File: src/rtl/wb_bridge_pkg.sv
// Shared definitions for the core-to-Wishbone master bridge: load/store width codes and
// the bridge FSM state type.
package wb_bridge_pkg;

    localparam logic [2:0] OP_B  = 3'b000;
    localparam logic [2:0] OP_H  = 3'b001;
    localparam logic [2:0] OP_W  = 3'b010;
    localparam logic [2:0] OP_BU = 3'b100;
    localparam logic [2:0] OP_HU = 3'b101;

    typedef enum logic [1:0] {
        IDLE,
        BUS,
        DONE
    } bridge_state_t;

endpackage

File: src/rtl/mem_lane_align.sv
// Combinational lane steering: byte selects, replicated store data, alignment check and
// sign/zero extension of the addressed load lane.
module mem_lane_align
    import wb_bridge_pkg::*;
(
    input  logic [2:0]  i_op,
    input  logic [1:0]  i_off,
    input  logic [31:0] i_wdata,
    input  logic [31:0] i_rdata,
    output logic [3:0]  o_sel,
    output logic [31:0] o_wdata,
    output logic        o_misaligned,
    output logic [31:0] o_rdata_ext
);

    logic [7:0]  w_byte;
    logic [15:0] w_half;

    always_comb begin
        case (i_off)
            2'd0:    w_byte = i_rdata[7:0];
            2'd1:    w_byte = i_rdata[15:8];
            2'd2:    w_byte = i_rdata[23:16];
            default: w_byte = i_rdata[31:24];
        endcase
        w_half = i_off[1] ? i_rdata[31:16] : i_rdata[15:0];
    end

    always_comb begin
        o_sel        = 4'b0000;
        o_wdata      = 32'h0;
        o_misaligned = 1'b0;
        o_rdata_ext  = 32'h0;
        case (i_op)
            OP_B, OP_BU: begin
                o_sel       = 4'b0001 << i_off;
                o_wdata     = {4{i_wdata[7:0]}};
                o_rdata_ext = (i_op == OP_B) ? {{24{w_byte[7]}}, w_byte} : {24'h0, w_byte};
            end
            OP_H, OP_HU: begin
                o_misaligned = i_off[0];
                o_sel        = 4'b0011 << i_off;
                o_wdata      = {2{i_wdata[15:0]}};
                o_rdata_ext  = (i_op == OP_H) ? {{16{w_half[15]}}, w_half} : {16'h0, w_half};
            end
            OP_W: begin
                o_misaligned = (i_off != 2'b00);
                o_sel        = 4'hF;
                o_wdata      = i_wdata;
                o_rdata_ext  = i_rdata;
            end
            // Reserved width codes never reach the bus.
            default: o_misaligned = 1'b1;
        endcase
    end

endmodule

File: src/rtl/wb_master_bridge.sv
// Single-access Wishbone classic master for the memory stage: one bus cycle per request,
// pipeline stalled until termination, misalignment and ack-timeout reported via bus_err.
module wb_master_bridge
    import wb_bridge_pkg::*;
#(
    parameter int unsigned TIMEOUT_CYCLES = 255
) (
    input  logic        clk,
    input  logic        reset_n,
    input  logic [31:0] mem_addr,
    input  logic [31:0] mem_wdata,
    input  logic        mem_write,
    input  logic        mem_read,
    input  logic [2:0]  mem_op,
    output logic [31:0] mem_rdata,
    output logic        stall_pipl,
    output logic        bus_err,
    output logic [31:0] wb_adr_o,
    output logic [31:0] wb_dat_o,
    output logic [3:0]  wb_sel_o,
    output logic        wb_we_o,
    output logic        wb_cyc_o,
    output logic        wb_stb_o,
    input  logic [31:0] wb_dat_i,
    input  logic        wb_ack_i,
    input  logic        wb_err_i
);

    localparam int unsigned      CNT_W    = $clog2(TIMEOUT_CYCLES + 1);
    localparam logic [CNT_W-1:0] CNT_LAST = CNT_W'(TIMEOUT_CYCLES - 1);

    bridge_state_t    r_state, w_state_next;
    logic             r_cyc, w_cyc_next;
    logic             r_stb, w_stb_next;
    logic             r_we, w_we_next;
    logic [31:0]      r_adr, w_adr_next;
    logic [31:0]      r_dat, w_dat_next;
    logic [3:0]       r_sel, w_sel_next;
    logic [31:0]      r_rdata, w_rdata_next;
    logic             r_bus_err, w_bus_err_next;
    logic [CNT_W-1:0] r_cnt, w_cnt_next;
    logic [2:0]       r_op, w_op_next;
    logic [1:0]       r_off, w_off_next;

    logic        w_req;
    logic        w_stall;
    logic [2:0]  w_align_op;
    logic [1:0]  w_align_off;
    logic [3:0]  w_lane_sel;
    logic [31:0] w_lane_wdata;
    logic        w_misaligned;
    logic [31:0] w_lane_rdata;

    assign w_req = mem_read | mem_write;

    // Live request fields decide the lanes in IDLE; the latched copy drives load extension in BUS.
    assign w_align_op  = (r_state == IDLE) ? mem_op : r_op;
    assign w_align_off = (r_state == IDLE) ? mem_addr[1:0] : r_off;

    mem_lane_align u_lane_align (
        .i_op         (w_align_op),
        .i_off        (w_align_off),
        .i_wdata      (mem_wdata),
        .i_rdata      (wb_dat_i),
        .o_sel        (w_lane_sel),
        .o_wdata      (w_lane_wdata),
        .o_misaligned (w_misaligned),
        .o_rdata_ext  (w_lane_rdata)
    );

    always_ff @(posedge clk or negedge reset_n) begin
        if (!reset_n) begin
            r_state   <= IDLE;
            r_cyc     <= 1'b0;
            r_stb     <= 1'b0;
            r_we      <= 1'b0;
            r_adr     <= 32'h0;
            r_dat     <= 32'h0;
            r_sel     <= 4'h0;
            r_rdata   <= 32'h0;
            r_bus_err <= 1'b0;
            r_cnt     <= '0;
            r_op      <= 3'b000;
            r_off     <= 2'b00;
        end else begin
            r_state   <= w_state_next;
            r_cyc     <= w_cyc_next;
            r_stb     <= w_stb_next;
            r_we      <= w_we_next;
            r_adr     <= w_adr_next;
            r_dat     <= w_dat_next;
            r_sel     <= w_sel_next;
            r_rdata   <= w_rdata_next;
            r_bus_err <= w_bus_err_next;
            r_cnt     <= w_cnt_next;
            r_op      <= w_op_next;
            r_off     <= w_off_next;
        end
    end

    always_comb begin
        w_state_next   = r_state;
        w_cyc_next     = r_cyc;
        w_stb_next     = r_stb;
        w_we_next      = r_we;
        w_adr_next     = r_adr;
        w_dat_next     = r_dat;
        w_sel_next     = r_sel;
        w_rdata_next   = r_rdata;
        w_bus_err_next = r_bus_err;
        w_cnt_next     = r_cnt;
        w_op_next      = r_op;
        w_off_next     = r_off;
        w_stall        = 1'b0;

        case (r_state)
            IDLE: begin
                if (w_req) begin
                    w_stall    = 1'b1;
                    w_cnt_next = '0;
                    if (w_misaligned) begin
                        w_rdata_next   = 32'h0;
                        w_bus_err_next = 1'b1;
                        w_state_next   = DONE;
                    end else begin
                        w_adr_next   = {mem_addr[31:2], 2'b00};
                        w_dat_next   = mem_write ? w_lane_wdata : 32'h0;
                        w_sel_next   = w_lane_sel;
                        w_we_next    = mem_write;
                        w_cyc_next   = 1'b1;
                        w_stb_next   = 1'b1;
                        w_op_next    = mem_op;
                        w_off_next   = mem_addr[1:0];
                        w_state_next = BUS;
                    end
                end
            end
            BUS: begin
                w_stall    = 1'b1;
                w_cnt_next = r_cnt + CNT_W'(1);
                if (wb_err_i || wb_ack_i || (r_cnt == CNT_LAST)) begin
                    w_cyc_next   = 1'b0;
                    w_stb_next   = 1'b0;
                    w_we_next    = 1'b0;
                    w_state_next = DONE;
                    // err_i outranks ack_i; reaching the last counted cycle without ack is a timeout.
                    if (wb_err_i || !wb_ack_i) begin
                        w_rdata_next   = 32'h0;
                        w_bus_err_next = 1'b1;
                    end else begin
                        w_rdata_next = r_we ? 32'h0 : w_lane_rdata;
                    end
                end
            end
            DONE: begin
                w_bus_err_next = 1'b0;
                w_cnt_next     = '0;
                w_state_next   = IDLE;
            end
            default: w_state_next = IDLE;
        endcase
    end

    // Gated by reset so an in-flight request is released as soon as reset asserts.
    assign stall_pipl = reset_n & w_stall;
    assign mem_rdata  = r_rdata;
    assign bus_err    = r_bus_err;
    assign wb_adr_o   = r_adr;
    assign wb_dat_o   = r_dat;
    assign wb_sel_o   = r_sel;
    assign wb_we_o    = r_we;
    assign wb_cyc_o   = r_cyc;
    assign wb_stb_o   = r_stb;

endmodule

File: config.mk
export PLATFORM = sky130hd
export DESIGN_NAME = wb_master_bridge
export DESIGN_NICKNAME = d
export VERILOG_FILES = /design/src/rtl/wb_bridge_pkg.sv /design/src/rtl/mem_lane_align.sv /design/src/rtl/wb_master_bridge.sv
export SDC_FILE = /design/constraint.sdc
export NUM_CORES = 1
export LEC_CHECK = 0
export BUFFER_PORTS_ARGS = -buffer_cell sky130_fd_sc_hd__buf_2
export CAP_MARGIN = 30
export CORE_MARGIN = 4
export CORE_UTILIZATION = 35
export DETAILED_ROUTE_END_ITERATION = 10
export PLACE_DENSITY = 0.66
export SLEW_MARGIN = 20
export SYNTH_ARGS = -nofsm -noshare
export SYNTH_HDL_FRONTEND = slang
export SYNTH_SLANG_ARGS = --single-unit
File: constraint.sdc
create_clock -name clk -period 3.2 [get_ports clk]
set_input_delay 0.48 -clock clk [delete_from_list [all_inputs] [get_ports clk]]
set_output_delay 0.48 -clock clk [all_outputs]
set_load 0.005 [all_outputs]
==> impl_metrics.toml, run 1 <==
[run_status]
run_status = "finished clean"

[critical_path]
cp.arrival_ns = 3.09
critPathBufInv = 0
path_cells = "nand2b_1, or4_1, or3_1, o21bai_1, o211ai_1"
worstRegToRegCells = 5
r2r_slack_ns = 0.44
critPathKind = "register to register"
crit_required_ns = 3.52
slowest_stage = "or4_1"
cpPeakStageDelay_ns = 0.77
path_max_fanout = 15
end_kind = "register"
cp_top_family = "simple AND/OR/NAND/NOR gates"
worst_setup_path_start_kind = "register"
cp.depth = 5

[detailed_routing]
vias_per_cell = 5.52
first_pass_iters = 5
wl_per_cell_um = 19.2
drtIter0Drc = 414
drtAntennaViolNets = 0
routed_wirelength_mm = 18.2
via_count = 5237
drc = 0

[clocking]
clk_pin_slew_worst_paths_ns = 0.06
clockBufferDepth = 2
root_buffer = "clkbuf_16"
h-tree-depth = 4
post_cts_resized = 0
cts_sinks = 116
post_cts_buffers = 0
worstSkewPairLatency_ns = 0.41
cts_hold_buf = 0
cts_buffers = 17
tritoncts = "done"

[pwr]
p_sw_share_pct = 37.0
power_mw = 7.44
p_int_mw = 4.69
power_leakage_nw = 3.63
pwr-share-clk_pct = 27.5
vdd_ir_drop_max_mv = 0.480
powerDensity_nw_per_um2 = 964
seq_power_share_pct = 30.6
pwr-share-comb_pct = 41.8
p_sw_mw = 2.75

[global_route]
grt-ovfl-total = 0
antenna_found_initial = 0
globalRouteTotalUtil_pct = 19.5
grt_pass1_vias = 5307
grt_max_degree = 67
grt_first_pass_wirelength_mm = 28.2

[finish]
fin_cells = 949
fillers = 1467
multiInputGateArea_um2 = 2610
seq_area_um2 = 2900
area_growth_pct = 32.6
final_net_count = 827
utilization_pct = 48.0
drive_above_1_share_pct = 42.6
diodes = 0
postLayoutCellArea_um2 = 7710

[logic_synthesis]
ys_async_sr_fraction_pct = 100
syn_inst = 509
ys_ff_latch = 116
synth_xor_area_share_pct = 0
yosys_warnings = 0
synth_top_family_by_area = "compound AO/OA/AOI/OAI gates"
synthAdderAreaFrac_pct = 0.430
ys_seq_area_share_pct = 49.9
synth_edf_count = 0
syn_area_um2 = 5820
synth-compound-area-share_pct = 24.2
synth.avg_cell_area_um2 = 11.4
synth-simple-area-share_pct = 10.0
yosysUniqueCellTypes = 63
synth_top_flop_cell = "dfrtp_1"
synthMuxAreaShare_pct = 10.1

[floorplanning]
die-height_um = 137
rows = 46
initial_core_util_pct = 36.2
coreArea_um2 = 16100
num_io_pins = 210
die_x_um = 137
die_area_um2 = 18700

[sta]
fin_ws_ns = 0.436
final.min_clock_period_ns = 2.76
clock-skew-final_ns = 0.00812
worst_pin_slew_ns = 0.850
hold_viol_final = 0
setup_viol = 0
drv_slew = 0
slew_headroom_pct = 43.3
timing.fmax_mhz = 362
rsz0062_at_grt = "false"
fin_setup_tns_ns = 0
holdWs_ns = 0.255
fin_crit_sh_pct = 86.4

[placed_design]
hpwl_mm = 13.7
place_inst = 916
portBuffers = 207
placed_area_um2 = 7060
gp_congestion = 0.906
pre_cts_ws_ns = 0.424

[worst_hold_path]
hold_path.class = "input port to asynchronous set/reset pin"

[run]
cap_violations = 0
## registers in the layout, summed over array words and instances, names as in the netlist
signal     count
bus_err        1
mem_rdata     32
r_cnt          8
r_off          2
r_op           3
r_state        2
wb_adr_o      30
wb_dat_o      32
wb_sel_o       4
wb_stb_o       1
wb_we_o        1
## power groups by stage
stage | combinational [mW] | clock (mW) | sequential, mW
3_5_place_dp | 3.12 | 0 | 2.30
2_1_floorplan | 2.03 | 0 | 2.26
4_1_cts | 3.13 | 2.09 | 2.28
6_report | 3.11 | 2.05 | 2.28
3_3_place_gp | 3.04 | 0 | 2.28
5_1_grt | 3.42 | 2.17 | 2.34
## cells in the final DEF (no fill, tap or decap), types with 18 or more instances in the layout
cell | synthesis | final
buf_2 | 15 | 206
buf_4 | 5 | 24
dfrtp_1 | 116 | 116
inv_1 | 18 | 18
mux2_1 | 29 | 29
mux2_2 | 21 | 21
nand2_1 | 25 | 25
nand3_1 | 29 | 29
o21ai_0 | 30 | 30
o2bb2ai_1 | 32 | 32
## routing by layer
layer  wire length [µm]  part of all wire [%]  up-vias  GRT usage (%)
met5                  0                     0        -              0
met4                305                   1.7        0           6.10
met3               1480                   8.1       27           6.47
met2               8970                    49      213           31.8
met1               7430                    41     2591           24.5
li1                   -                     -     2406              -
## layout make-up
| type | instances | share of cell area [%] |
|---|---|---|
| Timing Repair Buffer | 230 | 15.7 |
| Multi-Input combinational cell | 336 | 33.9 |
| Tap cell | 216 | 3.50 |
| Clock inverter | 8 | 1.88 |
| Clock buffer | 24 | 6.50 |
| Sequential cell | 116 | 37.6 |
| Inverter | 19 | 0.925 |
## kinds of logic after synthesis
kind of cell             count (synthesis)
AO/OA/AOI/OAI                          171
adder cells (fa/ha/maj)                  2
buffers and inverters                   58
flip-flops                             116
multiplexers                            52
other                                    1
AND/OR/NAND/NOR                        109
## path summary, 6_finish.rpt
check                                          from                   endpoint
setup / recovery             r_state[1]$_DFFE_PN0P_  mem_rdata[14]$_DFFE_PN0P_
hold / removal                              reset_n       r_off[0]$_DFFE_PN0P_
setup reg to reg             r_state[1]$_DFFE_PN0P_  mem_rdata[14]$_DFFE_PN0P_
hold reg to reg            wb_adr_o[16]$_DFFE_PN0P_   wb_adr_o[16]$_DFFE_PN0P_
max in group asynchronous                   reset_n    wb_adr_o[6]$_DFFE_PN0P_
min in group clk                       mem_addr[29]   wb_adr_o[29]$_DFFE_PN0P_
## cells in the mapped netlist (3+ instances only)
| master | number | area (µm²) |
|---|---|---|
| a2111oi_0 | 17 | 149 |
| a21oi_1 | 5 | 25.0 |
| a222oi_1 | 15 | 150 |
| a22oi_1 | 12 | 90.1 |
| a31oi_1 | 5 | 31.3 |
| a32oi_1 | 8 | 70.1 |
| and2_1 | 3 | 18.8 |
| buf_2 | 15 | 75.1 |
| buf_4 | 5 | 37.5 |
| buf_6 | 7 | 78.8 |
| clkbuf_1 | 11 | 41.3 |
| dfrtp_1 | 116 | 2900 |
| inv_1 | 18 | 67.6 |
| mux2_1 | 29 | 327 |
| mux2_2 | 21 | 236 |
| nand2_1 | 25 | 93.8 |
| nand2b_1 | 5 | 31.3 |
| nand3_1 | 29 | 145 |
| nor2_1 | 18 | 67.6 |
| nor3_1 | 3 | 15.0 |
| o211ai_1 | 10 | 75.1 |
| o21ai_0 | 30 | 150 |
| o2bb2ai_1 | 32 | 280 |
| o311ai_1 | 3 | 26.3 |
| o31ai_1 | 3 | 22.5 |
| o31ai_2 | 12 | 150 |
| or2_2 | 3 | 18.8 |
No activity file was read; power rests on OpenSTA's default activity.
==> inputs of run 2 (changes only) <==
--- a/config.mk
+++ b/config.mk
@@ -8,9 +8,9 @@
 export BUFFER_PORTS_ARGS = -buffer_cell sky130_fd_sc_hd__buf_2
 export CAP_MARGIN = 30
 export CORE_MARGIN = 4
-export CORE_UTILIZATION = 35
+export CORE_UTILIZATION = 30
 export DETAILED_ROUTE_END_ITERATION = 10
-export PLACE_DENSITY = 0.66
+export PLACE_DENSITY = 0.59
 export SLEW_MARGIN = 20
 export SYNTH_ARGS = -nofsm -noshare
 export SYNTH_HDL_FRONTEND = slang
==> run 2 against run 1 <==
Compared with the run above:
- clock power fell by 5%
- highest routed layer is now met5
- via count is 0.71% higher
- critical endpoint is now mem_rdata[12]$_DFFE_PN0P_
- hold slack got worse by 0.070 ns
- sequential share of layout area shrank 0.19 points
- non-clock buffer count rose by 1
- critical path type unchanged
==> impl_metrics.toml, run 2 (synthesized netlist as in run 1, its figures left out) <==
[run_status]
run_status = "finished clean"

[global_route]
grt_pass1_vias = 5199
use_met3_pct = 6.42
antenna_found_initial = 5
globalRouteTotalUtil_pct = 16.9
top_usage_layer = "met2"
use_met2_pct = 25.1
grt_max_degree = 117
grt-ovfl-total = 0
grtUsageMet1_pct = 22.8
grt_first_pass_wirelength_mm = 28.8

[floorplanning]
coreArea_um2 = 18900
num_io_pins = 210
rows = 50
die_x_um = 147
die_area_um2 = 21700
initial_core_util_pct = 30.8
die-height_um = 147

[sta]
holdWs_ns = 0.185
fin_ws_ns = 0.365
final.min_clock_period_ns = 2.84
rsz0062_at_grt = "false"
clock-skew-final_ns = 0.00992
drv_slew = 0
worst_pin_slew_ns = 0.795
hold_viol_final = 0
fin_setup_tns_ns = 0
fin_crit_sh_pct = 88.6
setup_viol = 0
timing.fmax_mhz = 353
slew_headroom_pct = 46.5

[critical_path]
cp.arrival_ns = 3.15
r2r_slack_ns = 0.36
critPathKind = "register to register"
end_kind = "register"
path_max_fanout = 16
worst_setup_path_start_kind = "register"
crit_required_ns = 3.52

[detailed_routing]
vias_per_cell = 5.31
first_pass_iters = 8
drtAntennaViolNets = 0
via_count = 5274
routed_wirelength_mm = 18.7
drtIter0Drc = 338
drc = 0
wl_per_cell_um = 18.9

[pwr]
pwr-share-comb_pct = 42.8
p_int_mw = 4.61
p_sw_share_pct = 37.6
p_sw_mw = 2.78
powerDensity_nw_per_um2 = 953
seq_power_share_pct = 30.7
vdd_ir_drop_max_mv = 0.503
pwr-share-clk_pct = 26.4
power_leakage_nw = 3.62

[finish]
final_net_count = 828
layout_commonest_cell = "buf_2"
mostFrequentLayoutCells = "buf_2 (206), dfrtp_1 (116), o2bb2ai_1 (32)"
drive_above_1_share_pct = 42.8
utilization_pct = 41.0
area_growth_pct = 33.3

[placed_design]
gp_congestion = 0.850
hpwl_mm = 13.6
portBuffers = 207
pre_cts_ws_ns = 0.393

[clocking]
h-tree-depth = 4
clockBufferDepth = 2
root_buffer = "clkbuf_16"
post_cts_resized = 0
tritoncts = "done"
cts_sinks = 116
clk_pin_slew_worst_paths_ns = 0.05
post_cts_buffers = 0
cts_buffers = 17
worstSkewPairLatency_ns = 0.41
cts_hold_buf = 0

[run]
cap_violations = 0

[worst_hold_path]
hold_path.class = "input port to asynchronous set/reset pin"
[run 2: changes by cell type in the layout (fill, tap and decap cells not counted)]
cell        before  now
bufinv_16        4    3
clkinvlp_4       2    3
buf_12           0    1
clkbuf_4         0    1
buf_4           24   23
clkinv_2         2    3
clkbuf_1         2    0
diode_2          0    1
clkbuf_8         5    4
[run 2: critical path: stages, from the launching register on]
cell	delay, ns
dfrtp_1	0.60
or2_1	0.48
mux2_2	0.46
a211oi_2	0.58
o21bai_1	0.41
o211ai_1	0.21
[run 2: per-stage QoR]
step | total power, mW | instances | instance area, µm²
after detailed placement | 5.46 | 961 | 7130
final | 7.39 | 993 | 7750
after global placement | 5.42 | 961 | 7130
after floorplan | 4.29 | 510 | 5820
after CTS | 7.45 | 991 | 7740
after global routing | 7.86 | 993 | 7750
[run 2: area by class of cell]
cell class	count	area, µm²
fillers	1898	11100
flip-flops and latches	116	2900
multi-input cells	336	2610
repair buffers	231	1230
clock buffers	21	480
well taps	260	325
clock inverters	9	128
inverters	19	71.3
diodes	1	2.50
[run 2: power groups by stage]
stage | Sequential (mW) | Clock [mW] | Combinational [mW]
after global placement | 2.29 | 0 | 3.13
after floorplan | 2.26 | 0 | 2.03
after global routing | 2.33 | 2.08 | 3.45
final | 2.27 | 1.95 | 3.17
after CTS | 2.27 | 2.01 | 3.18
after detailed placement | 2.29 | 0 | 3.17
[run 2: per-layer routing]
metal / share of wire (%) / wire, µm / up-vias
met3: 10 / 1920 / 30
li1: - / - / 2398
met1: 44 / 8240 / 2549
met2: 44 / 8220 / 289
met4: 1.7 / 310 / 8
met5: 0.23 / 44 / -
[run 2: path summary, 6_finish.rpt]
path | startpoint | endpoint | cells after the start
setup / recovery | r_state[1]$_DFFE_PN0P_ | mem_rdata[12]$_DFFE_PN0P_ | 5
hold / removal | reset_n | wb_adr_o[9]$_DFFE_PN0P_ | 2
setup reg to reg | r_state[1]$_DFFE_PN0P_ | mem_rdata[12]$_DFFE_PN0P_ | 5
hold reg to reg | wb_adr_o[4]$_DFFE_PN0P_ | wb_adr_o[4]$_DFFE_PN0P_ | 1
max in group asynchronous | reset_n | mem_rdata[9]$_DFFE_PN0P_ | 2
min in group clk | mem_addr[4] | wb_adr_o[4]$_DFFE_PN0P_ | 2
